File: src/rtl/usbh_sched_pkg.sv
// Shared types and constants for the USB host frame scheduler.
// Holds the FSM state encoding, the SOF PID and the CRC5 generator constants.
package usbh_sched_pkg;

  typedef enum logic [2:0] {
    ST_IDLE    = 3'd0,
    ST_SOF_PID = 3'd1,
    ST_SOF_B1  = 3'd2,
    ST_SOF_B2  = 3'd3,
    ST_XFER    = 3'd4
  } sched_state_t;

  localparam logic [7:0] PID_SOF   = 8'hA5;
  localparam logic [4:0] CRC5_POLY = 5'b00101;
  localparam logic [4:0] CRC5_SEED = 5'b11111;

endpackage

File: src/rtl/usbh_crc5.sv
// Combinational USB CRC5 over an 11-bit token field, LSB first.
// Output is inverted and bit-reversed so the first-sent CRC bit lands in bit 0.
module usbh_crc5
  import usbh_sched_pkg::*;
(
  input  logic [10:0] data,
  output logic [4:0]  crc
);

  logic [4:0] lfsr;
  logic       fb;

  always_comb begin
    lfsr = CRC5_SEED;
    fb   = 1'b0;
    for (int i = 0; i < 11; i++) begin
      fb   = lfsr[4] ^ data[i];
      lfsr = {lfsr[3:0], 1'b0} ^ (fb ? CRC5_POLY : 5'b00000);
    end
    for (int j = 0; j < 5; j++) begin
      crc[j] = ~lfsr[4-j];
    end
  end

endmodule

File: src/rtl/usbh_frame_scheduler.sv
// USB host frame scheduler: 1 ms frame timer, SOF packet generation and
// arbitration of the UTMI TX path between SOF and the transfer engine.
module usbh_frame_scheduler
  import usbh_sched_pkg::*;
#(
  parameter int USB_CLK_FREQ = 48000000,
  parameter int EOF_GUARD    = 1200
) (
  input  logic        clk_i,
  input  logic        n_rst_i,
  input  logic        sof_en_i,
  input  logic        xfer_req_i,
  output logic        xfer_gnt_o,
  input  logic        xfer_done_i,
  input  logic [7:0]  xfer_data_i,
  input  logic        xfer_txvalid_i,
  output logic        xfer_txready_o,
  output logic [7:0]  utmi_data_o,
  output logic        utmi_txvalid_o,
  input  logic        utmi_txready_i,
  output logic [10:0] frame_o,
  output logic        sof_o,
  output logic        sof_late_o
);

  localparam int FRAME_CYCLES = USB_CLK_FREQ / 1000;
  localparam int TW           = $clog2(FRAME_CYCLES);
  localparam logic [TW-1:0] TIMER_LAST  = TW'(FRAME_CYCLES - 1);
  localparam logic [TW-1:0] GUARD_START = TW'(FRAME_CYCLES - EOF_GUARD);

  sched_state_t  state, state_nxt;
  logic [TW-1:0] timer;
  logic          sof_en_q;
  logic          sof_due;
  logic          sof_set;
  logic          sof_accept;
  logic [4:0]    crc5;

  usbh_crc5 u_crc5 (
    .data (frame_o),
    .crc  (crc5)
  );

  // A rising enable behaves like a wrap so the first SOF goes out at once.
  assign sof_set    = sof_en_i && ((timer == TIMER_LAST) || !sof_en_q);
  assign sof_accept = (state == ST_SOF_B2) && utmi_txready_i;

  always_comb begin
    state_nxt = state;
    case (state)
      ST_IDLE: begin
        if (sof_due)
          state_nxt = ST_SOF_PID;
        else if (xfer_req_i && (timer < GUARD_START))
          state_nxt = ST_XFER;
      end
      ST_SOF_PID: if (utmi_txready_i) state_nxt = ST_SOF_B1;
      ST_SOF_B1:  if (utmi_txready_i) state_nxt = ST_SOF_B2;
      ST_SOF_B2:  if (utmi_txready_i) state_nxt = ST_IDLE;
      ST_XFER:    if (xfer_done_i)    state_nxt = ST_IDLE;
      default:    state_nxt = ST_IDLE;
    endcase
  end

  always_ff @(posedge clk_i or negedge n_rst_i) begin
    if (!n_rst_i) begin
      state      <= ST_IDLE;
      timer      <= '0;
      sof_en_q   <= 1'b0;
      sof_due    <= 1'b0;
      frame_o    <= '0;
      sof_o      <= 1'b0;
      sof_late_o <= 1'b0;
    end else begin
      state    <= state_nxt;
      sof_en_q <= sof_en_i;
      sof_o    <= sof_accept;

      if (!sof_en_i)
        timer <= '0;
      else if (timer == TIMER_LAST)
        timer <= '0;
      else
        timer <= timer + 1'b1;

      // Dropping the enable discards any pending SOF; an in-flight packet still completes.
      if (!sof_en_i)
        sof_due <= 1'b0;
      else if (sof_set)
        sof_due <= 1'b1;
      else if ((state_nxt == ST_SOF_PID) && (state != ST_SOF_PID))
        sof_due <= 1'b0;

      if (sof_accept)
        frame_o <= frame_o + 11'd1;

      if ((state == ST_XFER) && sof_due)
        sof_late_o <= 1'b1;
    end
  end

  always_comb begin
    utmi_data_o    = 8'h00;
    utmi_txvalid_o = 1'b0;
    xfer_gnt_o     = 1'b0;
    xfer_txready_o = 1'b0;
    case (state)
      ST_SOF_PID: begin
        utmi_data_o    = PID_SOF;
        utmi_txvalid_o = 1'b1;
      end
      ST_SOF_B1: begin
        utmi_data_o    = frame_o[7:0];
        utmi_txvalid_o = 1'b1;
      end
      ST_SOF_B2: begin
        utmi_data_o    = {crc5, frame_o[10:8]};
        utmi_txvalid_o = 1'b1;
      end
      ST_XFER: begin
        xfer_gnt_o     = 1'b1;
        utmi_data_o    = xfer_data_i;
        utmi_txvalid_o = xfer_txvalid_i;
        xfer_txready_o = utmi_txready_i;
      end
      default: ;
    endcase
  end

endmodule

File: config.mk
export PLATFORM = sky130hd
export DESIGN_NAME = usbh_frame_scheduler
export DESIGN_NICKNAME = d
export VERILOG_FILES = /design/src/rtl/usbh_sched_pkg.sv /design/src/rtl/usbh_crc5.sv /design/src/rtl/usbh_frame_scheduler.sv
export SDC_FILE = /design/constraint.sdc
export NUM_CORES = 1
export LEC_CHECK = 0
export ABC_AREA = 1
export BUFFER_PORTS_ARGS = -buffer_cell sky130_fd_sc_hd__buf_2
export CAP_MARGIN = 20
export CORE_UTILIZATION = 41
export DETAILED_ROUTE_END_ITERATION = 12
export GPL_TIMING_DRIVEN = 0
export HOLD_SLACK_MARGIN = 0.05
export SLEW_MARGIN = 15
export SYNTH_ARGS = -nofsm -noshare
export SYNTH_HDL_FRONTEND = slang
export SYNTH_SLANG_ARGS = --single-unit
export TNS_END_PERCENT = 5
File: constraint.sdc
create_clock -name clk_i -period 4.6 [get_ports clk_i]
set_clock_uncertainty 0.1 [all_clocks]
set_input_delay 0.69 -clock clk_i [delete_from_list [all_inputs] [get_ports clk_i]]
set_output_delay 0.69 -clock clk_i [all_outputs]
set_load 0.05 [all_outputs]
==> run metrics <==
initial DRC count 81; DRC 0; Synth cell types 38; FF+latch count, synth 34; Root Driver clkbuf_8; CP Launch Type flip-flop; CP Launch Point frame_o[0]$_DFFE_PN0P_; total grt overflow 0; syn_area_per_cell about 7.6 um^2; Static Leak 0.001273 uW; worst hold path type in -> async; routability cong. 0.8674; Post-CTS Setup Bufs 0; sequential fraction of the synthesis area between 30% and 40%; WP data arrival 1.94 ns; Filler cells 538; CTS tree built; clk buf depth 2; power density over the cells 619.5 mW/mm^2; period utilization 59.24%; Required @ worst endpoint 3.81 ns; GRT Util Overall 19.79%; status completed; WL per Instance 12.33 um; post-route minimum period ~2.7 ns; Worst R2R Start frame_o[1]$_DFFE_PN0P_; Syn. warnings 0; FFs w/ async S/R, synth 100.0%; Num CTS Buffers 5; Design Power 1618 uW; max_slew headroom 48.37%; final setup TNS 0 ns; vias approximately 2000; remaining antenna violation count 0; # hold bufs at CTS 0; Inserted Diodes 0; hpwl dp 3904 um; vias in the first global route a little over 2000; netlist area before placement roughly 0.0022 mm^2; Initial Util 43.17%; CP Max Fanout 7; largest net degree at the start of global routing 35; Resize count post-CTS 0; first-pass GRT wire length just over 9000 um; Clk Latency, worst-skew pair around 0.29 ns; Pre-antenna DRT Iters 4; Routed WL 5093 um; Clock transition at path regs 0.08 ns; Setup Crit Path Kind reg -> out; Setup-failing EPs final 0; Final nets between 300 and 400; max-slew violation count 0; Core Box Area 0.005205 mm^2; die area 0.005781 mm^2; Syn Inst Count about 300; R2R depth 6; Layout area overhead 16.20%; vias per cell 4.949; Die X 76.03 um; layout cells sized above 1 23.03%; Post-Syn Nets 314; H-tree depth 2; antenna violations before repair 0; Least-Margin Pin Slew 0.7744 ns; # clock sinks 34; number of flops mapped to enable cells by yosys 0; worst ir drop on vdd 339.8 uV; setup repair after global routing missed its margin false; Crit. End Element output port; I/O Pins 39; Final Hold Fails 0; die height 76.03 um; Fmax 0.3669 GHz; Max Cap Viol 0; row count 26; Synth Flop Type dfrtp_1; IO buf count 38
## cell usage after synthesis, drive strengths merged, types with 5 or more instances
| cell type | count | area share (%) |
|---|---|---|
| nand4 | 6 | 1.7 |
| o21ai | 7 | 1.6 |
| buf | 6 | 1.6 |
| nor2 | 29 | 6.2 |
| xnor2 | 5 | 1.9 |
| a21oi | 8 | 1.8 |
| nor3 | 18 | 5.7 |
| o211ai | 5 | 1.7 |
| nand2 | 88 | 15 |
| dfrtp | 34 | 38 |
| inv | 37 | 6.3 |
| nand3 | 24 | 6.6 |
| xor2 | 14 | 5.5 |
## worst paths after layout
kind                                     endpoint  slack (ns)
max                                utmi_data_o[4]        1.87
min                            timer[4]$_DFF_PN0_        0.37
max in group asynchronous  frame_o[8]$_DFFE_PN0P_        3.54
min reg2reg                sof_late_o$_DFFE_PN0P_        0.37
min in group clk_i         sof_late_o$_DFFE_PN0P_        0.37
max reg2reg                frame_o[8]$_DFFE_PN0P_        2.86
## stage by stage
| step | setup WS [ns] | cell area, um^2 | instances | hold slack (ns) | util (%) |
|---|---|---|---|---|---|
| CTS | 1.868 | 2611 | 413 | 0.3715 | 50.17 |
| floorplan | 1.730 | 2247 | 297 | 0.2944 | - |
| global route | 1.657 | 2611 | 413 | 0.3970 | 50.17 |
| finish | 1.875 | 2611 | 413 | 0.3676 | 50.17 |
| global placement | 2.218 | 2525 | 405 | 0.3477 | 48.51 |
| detailed placement | 2.206 | 2525 | 405 | 0.3542 | 48.51 |
## per-layer routing
metal | up-vias | global-route usage (%) | share of wire [%]
li1 | 1048 | - | -
met1 | 947 | 23.26 | 45
met2 | 38 | 35.00 | 50
met3 | 11 | 4.072 | 3.1
met4 | 0 | 8.269 | 2.5
met5 | - | 0 | 0
## power by group
| group | switching, uW | total [uW] | internal (uW) |
|---|---|---|---|
| logic | 735 | 996 | 261 |
| clock network | 116 | 223 | 107 |
| registers | 51.1 | 399 | 348 |
| total | 902 | 1620 | 715 |
## sequential cells by signal, summed over array words and instances, names as in the netlist
name and cells:
state 3, sof_o 1, sof_due 1, frame_o 11, sof_late_o 1, sof_en_q 1, timer 16
## placed cells by master (no fill, tap or decap), types with 6 or more instances in the layout
cell,instances
inv_1,28
nand4_1,6
buf_2,42
a21oi_1,8
xor2_1,14
nor2_1,24
nand2_1,86
nor3_1,13
dfrtp_1,34
nand3_1,20
inv_2,8
## cells by family after synthesis
family,count (synthesis),share of synthesized area (%)
AND/OR/NAND/NOR,172,38.42
XOR/XNOR,19,7.405
AO/OA/AOI/OAI,26,7.183
flip-flops,34,37.86
buffers and inverters,44,8.018
adder cells (fa/ha/maj),2,1.113
## worst max-delay path, stage by stage (launching register included)
cell and delay [ns]:
dfrtp_1 0.39, buf_2 0.19, xnor2_1 0.26, nand2_1 0.11, nand2_1 0.13, nand2_1 0.08, nand3b_1 0.09, nand3_1 0.08
nand2_1 0.06, buf_2 0.25
## layout make-up
class | count | area [um^2] | area share [%]
Inverter | 38 | 145.1 | 5.558
Sequential cell | 34 | 850.8 | 32.58
Timing Repair Buffer | 38 | 190.2 | 7.283
Clock buffer | 6 | 72.57 | 2.779
Buffer | 6 | 35.03 | 1.342
Tap cell | 70 | 87.58 | 3.354
Multi-Input combinational cell | 219 | 1216 | 46.57
Clock inverter | 2 | 13.76 | 0.5271
Note: power is estimated with default switching activity, not from simulation.
